File: config.mk
export PLATFORM = sky130hd
export DESIGN_NAME = fastica_backproj_flat
export DESIGN_NICKNAME = d
export VERILOG_FILES = /design/src/rtl/fastica_pkg.sv /design/src/rtl/fastica_backproj_if.sv /design/src/rtl/fastica_mac.sv /design/src/rtl/fastica_backproj.sv /design/src/flat_wrapper.sv
export SDC_FILE = /design/constraint.sdc
export NUM_CORES = 2
export LEC_CHECK = 0
export CAP_MARGIN = 5
export CORE_ASPECT_RATIO = 2
export CORE_MARGIN = 4
export CORE_UTILIZATION = 40
export DETAILED_ROUTE_END_ITERATION = 10
export PLACE_DENSITY = 0.62
export SKIP_CTS_REPAIR_TIMING = 1
export SLEW_MARGIN = 20
export SYNTH_ARGS = -nofsm -noshare
export SYNTH_HDL_FRONTEND = slang
export SYNTH_SLANG_ARGS = --single-unit
File: constraint.sdc
create_clock -name clk_mul -period 9.9 [get_ports clk_mul]
set_input_delay 1.485 -clock clk_mul [delete_from_list [all_inputs] [get_ports clk_mul]]
set_output_delay 1.485 -clock clk_mul [all_outputs]
set_load 0.01 [all_outputs]
File: src/rtl/fastica_pkg.sv
// Shared constants, FSM encoding and result type for the FastICA back-projection engine.
package fastica_pkg;

    localparam int DW   = 26;
    localparam int FRAC = 16;
    localparam int N    = 4;
    localparam int PW   = 2 * DW;
    localparam int AW   = 2 * DW + 2;

    localparam logic signed [AW-1:0] SAT_MAX = AW'((64'sd1 <<< (DW - 1)) - 64'sd1);
    localparam logic signed [AW-1:0] SAT_MIN = -SAT_MAX - AW'(1);

    typedef enum logic [1:0] {
        ST_IDLE = 2'd0,
        ST_MAC  = 2'd1,
        ST_DONE = 2'd2
    } state_t;

    typedef struct packed {
        logic                 ovf;
        logic signed [DW-1:0] val;
    } sat_t;

endpackage

File: src/rtl/fastica_backproj_if.sv
// Matrix/sample/result bundle between a source driver and the back-projection engine.
interface fastica_backproj_if import fastica_pkg::*; ();

    logic signed [DW-1:0] w11, w12, w13, w14;
    logic signed [DW-1:0] w21, w22, w23, w24;
    logic signed [DW-1:0] w31, w32, w33, w34;
    logic signed [DW-1:0] w41, w42, w43, w44;
    logic signed [DW-1:0] y1, y2, y3, y4;
    logic                 in_valid;
    logic                 in_ready;
    logic signed [DW-1:0] z1, z2, z3, z4;
    logic                 out_valid;
    logic                 sat;

    modport master (
        output w11, w12, w13, w14, w21, w22, w23, w24,
               w31, w32, w33, w34, w41, w42, w43, w44,
               y1, y2, y3, y4, in_valid,
        input  in_ready, z1, z2, z3, z4, out_valid, sat
    );

    modport slave (
        input  w11, w12, w13, w14, w21, w22, w23, w24,
               w31, w32, w33, w34, w41, w42, w43, w44,
               y1, y2, y3, y4, in_valid,
        output in_ready, z1, z2, z3, z4, out_valid, sat
    );

endinterface

File: src/rtl/fastica_mac.sv
// Shared signed multiply-accumulate with Q16 rescale and saturation of the running sum.
module fastica_mac import fastica_pkg::*; (
    input  logic                 clk,
    input  logic                 rst,
    input  logic                 i_en,
    input  logic                 i_clr,
    input  logic                 i_acc,
    input  logic signed [DW-1:0] i_a,
    input  logic signed [DW-1:0] i_b,
    output sat_t                 o_res
);

    // Floor rescale (arithmetic shift) then clamp to the DW-bit signed range.
    function automatic sat_t sat_shift(input logic signed [AW-1:0] acc);
        logic signed [AW-1:0] q;
        sat_t                 r;
        q     = acc >>> FRAC;
        r.ovf = 1'b0;
        r.val = q[DW-1:0];
        if (q > SAT_MAX) begin
            r.ovf = 1'b1;
            r.val = SAT_MAX[DW-1:0];
        end else if (q < SAT_MIN) begin
            r.ovf = 1'b1;
            r.val = SAT_MIN[DW-1:0];
        end
        return r;
    endfunction

    logic signed [PW-1:0] w_prod;
    logic signed [AW-1:0] w_sum;
    logic signed [AW-1:0] r_acc;

    assign w_prod = PW'(i_a) * PW'(i_b);
    assign w_sum  = r_acc + AW'(w_prod);
    assign o_res  = sat_shift(w_sum);

    // Clear wins over accumulate so the last term of a row restarts the next row at zero.
    always_ff @(posedge clk) begin
        if (rst) begin
            r_acc <= '0;
        end else if (i_en) begin
            if (i_clr) begin
                r_acc <= '0;
            end else if (i_acc) begin
                r_acc <= w_sum;
            end
        end
    end

endmodule

File: src/rtl/fastica_backproj.sv
// Back-projection z = W^T * y: FSM, index counter, operand muxes and result registers.
module fastica_backproj import fastica_pkg::*; (
    input  logic               clk_mul,
    input  logic               rst_mul,
    input  logic               en_mul,
    fastica_backproj_if.slave  bus
);

    state_t               r_state, w_next;
    logic [3:0]           r_idx;
    logic signed [DW-1:0] r_y [N];
    logic signed [DW-1:0] r_z [N];
    logic                 r_sat;
    logic                 r_out_valid;
    logic signed [DW-1:0] w_w [N][N];
    logic [1:0]           w_k, w_r;
    logic                 w_accept, w_clr, w_mac_en, w_in_ready;
    sat_t                 w_res;

    assign w_w[0][0] = bus.w11;  assign w_w[0][1] = bus.w12;
    assign w_w[0][2] = bus.w13;  assign w_w[0][3] = bus.w14;
    assign w_w[1][0] = bus.w21;  assign w_w[1][1] = bus.w22;
    assign w_w[1][2] = bus.w23;  assign w_w[1][3] = bus.w24;
    assign w_w[2][0] = bus.w31;  assign w_w[2][1] = bus.w32;
    assign w_w[2][2] = bus.w33;  assign w_w[2][3] = bus.w34;
    assign w_w[3][0] = bus.w41;  assign w_w[3][1] = bus.w42;
    assign w_w[3][2] = bus.w43;  assign w_w[3][3] = bus.w44;

    // idx[3:2] picks the output row, idx[1:0] the source; W is read transposed.
    assign w_k = r_idx[1:0];
    assign w_r = r_idx[3:2];

    always_comb begin
        w_next     = r_state;
        w_accept   = 1'b0;
        w_clr      = 1'b0;
        w_mac_en   = 1'b0;
        w_in_ready = 1'b0;
        case (r_state)
            ST_IDLE: begin
                w_in_ready = 1'b1;
                if (bus.in_valid) begin
                    w_accept = 1'b1;
                    w_clr    = 1'b1;
                    w_next   = ST_MAC;
                end
            end
            ST_MAC: begin
                w_mac_en = 1'b1;
                w_clr    = (w_k == 2'd3);
                if (r_idx == 4'd15) begin
                    w_next = ST_DONE;
                end
            end
            ST_DONE: w_next = ST_IDLE;
            default: w_next = ST_IDLE;
        endcase
    end

    always_ff @(posedge clk_mul) begin
        if (rst_mul) begin
            r_state <= ST_IDLE;
        end else if (en_mul) begin
            r_state <= w_next;
        end
    end

    fastica_mac u_mac (
        .clk   (clk_mul),
        .rst   (rst_mul),
        .i_en  (en_mul),
        .i_clr (w_clr),
        .i_acc (w_mac_en),
        .i_a   (w_w[w_k][w_r]),
        .i_b   (r_y[w_k]),
        .o_res (w_res)
    );

    always_ff @(posedge clk_mul) begin
        if (en_mul && w_accept) begin
            r_y[0] <= bus.y1;
            r_y[1] <= bus.y2;
            r_y[2] <= bus.y3;
            r_y[3] <= bus.y4;
        end
    end

    // out_valid is registered off DONE, so it rises on the edge that returns to IDLE.
    always_ff @(posedge clk_mul) begin
        if (rst_mul) begin
            r_idx       <= '0;
            r_sat       <= 1'b0;
            r_out_valid <= 1'b0;
            for (int i = 0; i < N; i++) r_z[i] <= '0;
        end else if (en_mul) begin
            r_out_valid <= (r_state == ST_DONE);
            if (w_accept) begin
                r_idx <= '0;
                r_sat <= 1'b0;
            end
            if (w_mac_en) begin
                r_idx <= r_idx + 4'd1;
                if (w_k == 2'd3) begin
                    r_z[w_r] <= w_res.val;
                    r_sat    <= r_sat | w_res.ovf;
                end
            end
        end
    end

    assign bus.in_ready  = w_in_ready;
    assign bus.out_valid = r_out_valid;
    assign bus.sat       = r_sat;
    assign bus.z1        = r_z[0];
    assign bus.z2        = r_z[1];
    assign bus.z3        = r_z[2];
    assign bus.z4        = r_z[3];

endmodule
File: src/flat_wrapper.sv
// flat-port wrapper written by rule: the top's interface ports become plain ports
module fastica_backproj_flat import fastica_pkg::*;
  (clk_mul, rst_mul, en_mul, bus_w11, bus_w12, bus_w13, bus_w14, bus_w21, bus_w22, bus_w23, bus_w24, bus_w31, bus_w32, bus_w33, bus_w34, bus_w41, bus_w42, bus_w43, bus_w44, bus_y1, bus_y2, bus_y3, bus_y4, bus_in_valid, bus_in_ready, bus_z1, bus_z2, bus_z3, bus_z4, bus_out_valid, bus_sat);
  fastica_backproj_if bus_i ();
  input  logic clk_mul;
  input  logic rst_mul;
  input  logic en_mul;
  input wire logic [$bits(bus_i.w11)-1:0] bus_w11;
  input wire logic [$bits(bus_i.w12)-1:0] bus_w12;
  input wire logic [$bits(bus_i.w13)-1:0] bus_w13;
  input wire logic [$bits(bus_i.w14)-1:0] bus_w14;
  input wire logic [$bits(bus_i.w21)-1:0] bus_w21;
  input wire logic [$bits(bus_i.w22)-1:0] bus_w22;
  input wire logic [$bits(bus_i.w23)-1:0] bus_w23;
  input wire logic [$bits(bus_i.w24)-1:0] bus_w24;
  input wire logic [$bits(bus_i.w31)-1:0] bus_w31;
  input wire logic [$bits(bus_i.w32)-1:0] bus_w32;
  input wire logic [$bits(bus_i.w33)-1:0] bus_w33;
  input wire logic [$bits(bus_i.w34)-1:0] bus_w34;
  input wire logic [$bits(bus_i.w41)-1:0] bus_w41;
  input wire logic [$bits(bus_i.w42)-1:0] bus_w42;
  input wire logic [$bits(bus_i.w43)-1:0] bus_w43;
  input wire logic [$bits(bus_i.w44)-1:0] bus_w44;
  input wire logic [$bits(bus_i.y1)-1:0] bus_y1;
  input wire logic [$bits(bus_i.y2)-1:0] bus_y2;
  input wire logic [$bits(bus_i.y3)-1:0] bus_y3;
  input wire logic [$bits(bus_i.y4)-1:0] bus_y4;
  input wire logic [$bits(bus_i.in_valid)-1:0] bus_in_valid;
  output wire logic [$bits(bus_i.in_ready)-1:0] bus_in_ready;
  output wire logic [$bits(bus_i.z1)-1:0] bus_z1;
  output wire logic [$bits(bus_i.z2)-1:0] bus_z2;
  output wire logic [$bits(bus_i.z3)-1:0] bus_z3;
  output wire logic [$bits(bus_i.z4)-1:0] bus_z4;
  output wire logic [$bits(bus_i.out_valid)-1:0] bus_out_valid;
  output wire logic [$bits(bus_i.sat)-1:0] bus_sat;
  assign bus_i.w11 = bus_w11;
  assign bus_i.w12 = bus_w12;
  assign bus_i.w13 = bus_w13;
  assign bus_i.w14 = bus_w14;
  assign bus_i.w21 = bus_w21;
  assign bus_i.w22 = bus_w22;
  assign bus_i.w23 = bus_w23;
  assign bus_i.w24 = bus_w24;
  assign bus_i.w31 = bus_w31;
  assign bus_i.w32 = bus_w32;
  assign bus_i.w33 = bus_w33;
  assign bus_i.w34 = bus_w34;
  assign bus_i.w41 = bus_w41;
  assign bus_i.w42 = bus_w42;
  assign bus_i.w43 = bus_w43;
  assign bus_i.w44 = bus_w44;
  assign bus_i.y1 = bus_y1;
  assign bus_i.y2 = bus_y2;
  assign bus_i.y3 = bus_y3;
  assign bus_i.y4 = bus_y4;
  assign bus_i.in_valid = bus_in_valid;
  assign bus_in_ready = bus_i.in_ready;
  assign bus_z1 = bus_i.z1;
  assign bus_z2 = bus_i.z2;
  assign bus_z3 = bus_i.z3;
  assign bus_z4 = bus_i.z4;
  assign bus_out_valid = bus_i.out_valid;
  assign bus_sat = bus_i.sat;
  fastica_backproj u_core (.clk_mul(clk_mul), .rst_mul(rst_mul), .en_mul(en_mul), .bus(bus_i));
endmodule
### Word level (Yosys, flattened, before mapping)

Memory sizes are Yosys's and may differ from the RTL's. A register that Yosys moved wholly into a read port is not among the register bits.
Cells that the tools add are included.

| operators by class | value |
|---|---|
| $add $sub $neg | 2 |
| multipliers | 1 |
| order comparisons | 4 |
| equal/unequal tests | 6 |
| multiplexer cells | 37 |
| bitwise operators | 3 |
| reduce and logical (&&, ||, !) cells | 8 |

Operator list:

| kind | number |
|---|---|
| binary-select mux 104 bit (select 2 bit) | 1 |
| two-way mux 104 bit | 2 |
| two-way mux 54 bit | 2 |
| two-way mux 26 bit | 3 |
| adder 54 x 52 -> 54 bit | 1 |
| two-way mux 27 bit | 2 |
| binary-select mux 26 bit (select 2 bit) | 1 |
| multiplier 26 x 26 -> 52 bit | 1 |
| greater-than comparator 38 x 26 -> 1 bit (second input constant) | 1 |
| less-than comparator 38 x 26 -> 1 bit (second input constant) | 1 |
| OR reduction 26 bit | 1 |
| two-way mux 1 bit | 17 |
| two-way mux 2 bit | 5 |
| two-way mux 4 bit | 2 |
| greater-or-equal comparator 3 bit (second input constant) | 2 |
| NOT 2 -> 3 bit | 2 |
| adder 4 x 1 -> 4 bit (second input constant) | 1 |
| equality test 2 bit (second input constant) | 2 |
| equality test 4 bit (second input constant) | 1 |
| one-hot mux 2 bit (2 select lines) | 1 |
| AND reduction 2 bit | 2 |
| nonzero test 2 bit | 2 |
| AND reduction 3 bit | 1 |
| equality test 2 x 1 -> 1 bit (second input constant) | 1 |
| 6 further kinds | 6 |

| storage, ports and cells | value |
|---|---|
| register bits | 62 |
| bits in writable memories | 208 |
| input port bits | 524 |
| output and inout port bits | 107 |
| word-level logic and storage cells | 68 |
| memories | 2 |

Memories:

| memory | words | width | rd ports | clocked after memory_dff | write ports | line | RTL |
|---|---|---|---|---|---|---|---|
| u_core.r_y | 4 | 26 | 1 | 1 | 4 | fastica_backproj.sv:11 | `logic signed [DW-1:0] r_y [N];` |
| u_core.r_z | 4 | 26 | 4 | 0 | 4 | fastica_backproj.sv:12 | `logic signed [DW-1:0] r_z [N];` |

### Longest topological paths before layout

| depth | value |
|---|---|
| word-level depth | 15 |
| gate-level depth with buffers | 37 |
| gate-level depth less buffers | 30 |

### Modules after synthesis

Synthesis repeated with hierarchy kept, for this count alone.

| second synthesis, totals | value |
|---|---|
| cells, all modules | 4117 |
| area total of the unflattened synthesis | 42459.5 µm² |

Modules (own cells, without submodules):

| module | times used | cells each | area each (µm²) | sequential area each (µm²) |
|---|---|---|---|---|
| fastica_mac | 1 | 3474 | 31275.0 | 1081.0 |
| fastica_backproj | 1 | 643 | 11184.5 | 6446.2 |

### Worst setup path after synthesis

Ideal clock, no wire load.

| path | value |
|---|---|
| path type | input to register |
| start point | in bus_w44[25] |
| end point | mem u_core.r_z[2][10] (data pin) |
| library setup time | 0.276 ns |
| arrival time | 10.249 ns |
| required time | 9.624 ns |
| path slack | -0.626 ns |
| cell stages on the path | 28 |
| buffers on the path | 3 |
| path through | mux4_2 -> mux4_2 -> clkbuf_1 -> nand2_1 -> inv_1 -> fa_1 -> fa_1 -> fa_1 -> inv_1 -> fa_1 -> fa_1 -> inv_1 -> fa_1 -> inv_1 -> fa_1 -> inv_1 -> ha_1 -> buf_2 -> nand4_1 -> nor3_1 -> o311ai_4 -> a2111oi_1 -> a211oi_2 -> nor4_2 -> a41oi_2 -> buf_4 -> nor2_1 -> nor3_1 |

RTL lines:

| what | line | RTL |
|---|---|---|
| start, declared | flat_wrapper.sv:23 | `input wire logic [$bits(bus_i.w44)-1:0] bus_w44;` |
| end, declared | fastica_backproj.sv:12 |  |

==> impl_metrics.csv <==
group,metric,value,unit
timing,final-hold-violation-count,0,
worst_setup_path,critPathLaunchType,"primary input",
worst_setup_path,startpoint,"bus_w32[19]",
cells_and_area,nets,6835,
worst_setup_path,rr_startpoint,"u_core.r_idx[0]",
synth,synth_cells,4190,
cells_and_area,area_growth,39.6,%
place,io_buffers,630,
synth,synth-edff-count,208,
timing,hold_ws,454,ps
synth,yosysSeqAreaShare,17.9,%
worst_setup_path,slowest_stage,"mux4_2",
clocking,cts.sinks,272,
clocking,cts_inserted_buffers,27,
route,drt-initial-drc-count,2800,
route,routed_wl,196,mm
timing,tns,0,ps
worst_setup_path,arrival,10280,ps
route,wl_per_cell,29.0,um
die,rows,168,
worst_setup_path,path_delay_family,"adder cells",
die,core_area,105000,um^2
synth,syn_area_per_cell,10.1,um^2
place,dp.cells,6549,
timing,skew,18.1,ps
outcome,status,"complete, no violations",
timing,fin_crit_sh,99.7,%
timing,fmax,101,MHz
worst_setup_path,crit_fanout,9,
route,remaining_drc_errors,0,
route,dr.pass1.iters,6,
timing,slew_headroom,9.88,%
route,drt-vias-per-instance,5.44,
clocking,root_buffer,"clkbuf_16",
timing,finalSetupViolCount,0,
global_routing,antenna_found_initial,79,
synth,yosys.area.top_type,"fa_1",
die,dieArea,111000,um^2
synth,synth_top_area_share,38.7,%
synth,syn_nets,5706,
place,gp_congestion,1.05,
global_routing,grt_pass1_wl,268,mm
global_routing,grt_pass1_vias,39300,
die,die_w,238,um
timing,period_minus_slack,9870,ps
worst_setup_path,max_stage_delay,600,ps
synth,ys_ff_latch,272,
global_routing,grt-ovfl-total,0,
synth,ys_async_sr_fraction,0,%
clocking,cts_tree,"built",
synth,yosys_warnings,0,
job,maxCapViolCount,0,
synth,ys_types,90,
die,floorplan.initialDensity,40.3,%
synth,synth_ff_type,"edfxtp_1",
place,dpl.hpwl,166,mm
synth,syn_area,42200,um^2
clocking,path_clk_slew,70,ps
timing,rsz0062_at_grt,"true",
synth,netlist_top_cells_area,"fa_1 (39%), edfxtp_1 (15%), inv_1 (8.9%)",
cells_and_area,drive_above_1_share,23.6,%
worst_setup_path,crit_buf_inv,12,
timing,slew_viol_final,0,
worst_setup_path,critPathKind,"in2reg",
route,ant_nets,0,
cells_and_area,final_common_cell,"inv_1",
global_routing,grt_use_total,34.0,%
worst_hold_path,hold_start,"u_core.u_mac.r_acc[6]",
global_routing,grt_max_degree,91,
die,die_y,467,um
worst_setup_path,endpoint_kind,"flip-flop",
cells_and_area,mostFrequentLayoutCells,"inv_1 (954), fa_1 (767), buf_4 (481), clkdlybuf4s50_1 (452), nand2_1 (424)",
die,ios,631,
clocking,clk_latency,600,ps
worst_setup_path,required,10310,ps
cells_and_area,layout.cells.non_filler,6746,
worst_setup_path,cpMostUsedCell,"fa_1",
timing,tightest_slew,1350,ps
clocking,htreeDepth,1,
route,vias,36700,
clocking,clockBufferDepth,3,
worst_hold_path,hold_path.class,"reg2reg",
Yosys cell counts, drive strengths merged, types with 34 or more instances:
cell,instances
nor2,412
clkbuf,152
a22oi,52
nand2,461
nor3,64
ha,177
o21a,34
inv,997
xnor2,42
buf,60
fa,815
dfxtp,64
edfxtp,208
and2,42
a21oi,68
o21ai,105
mux4,127
sequential cells by signal (all words and copies together) (netlist names), named ones only:
| register | count |
|---|---|
| u_core.r_z | 104 |
| u_core.r_idx | 4 |
| u_core.bus.out_valid | 1 |
| u_core.bus.sat | 1 |
| u_core.u_mac.r_acc | 54 |
| u_core.r_y | 104 |
| u_core.r_state | 2 |
layer usage:
layer | share of wire (%) | GRT usage, % | wire [um]
met3 | 10 | 9.96 | 20400
met1 | 30 | 34.8 | 58100
met5 | 0.040 | 0 | 79
met2 | 49 | 58.1 | 96000
met4 | 11 | 26.0 | 21000
stage by stage:
stage,setup slack (ps),instance area [um^2],util (%)
floorplan,162,42200,-
global placement,-1160,54300,51.9
detailed placement,-1200,54300,51.9
CTS,-597,55100,52.7
global route,-130,58800,56.2
finish,30.0,58800,56.2
kinds of logic after synthesis:
group | count (synthesis) | share of synthesized area (%)
buffers and inverters | 1213 | 11.0
AND/OR/NAND/NOR | 1103 | 11.9
AO/OA/AOI/OAI | 362 | 5.66
adder cells (fa/ha/maj) | 992 | 44.0
multiplexers | 187 | 8.30
XOR/XNOR | 61 | 1.29
flip-flops | 272 | 17.9
path summary, 6_finish.rpt:
| kind | slack [ps] | endpoint | depth (start not counted) |
|---|---|---|---|
| setup reg to reg | 260 | u_core.r_z[2][6] | 30 |
| hold reg to reg | 450 | u_core.u_mac.r_acc[6] | 2 |
| hold / removal | 450 | u_core.u_mac.r_acc[6] | 2 |
| setup / recovery | 30 | u_core.r_z[1][6] | 32 |
area by class of cell:
| type | instances | area (um^2) |
|---|---|---|
| Tap cell | 1360 | 1700 |
| Antenna cell | 48 | 120 |
| Fill cell | 9206 | 45800 |
| Inverter | 1001 | 3770 |
| Multi-Input combinational cell | 2706 | 31500 |
| Clock inverter | 12 | 83.8 |
| Clock buffer | 36 | 729 |
| Sequential cell | 272 | 7540 |
| Timing Repair Buffer | 1311 | 13400 |
worst register-to-register path, delay by kind of cell (launching register included):
kind,cells,cell delay (ps)
fa+ha+maj,8,3940
compound gates,2,630
mux,2,1180
simple gates,7,1270
flops,1,550
xor+xnor,1,180
buf+inv,10,1620
Power is not shown: default switching activity piles up to over one toggle a cycle in this logic, so the estimate is an artifact.
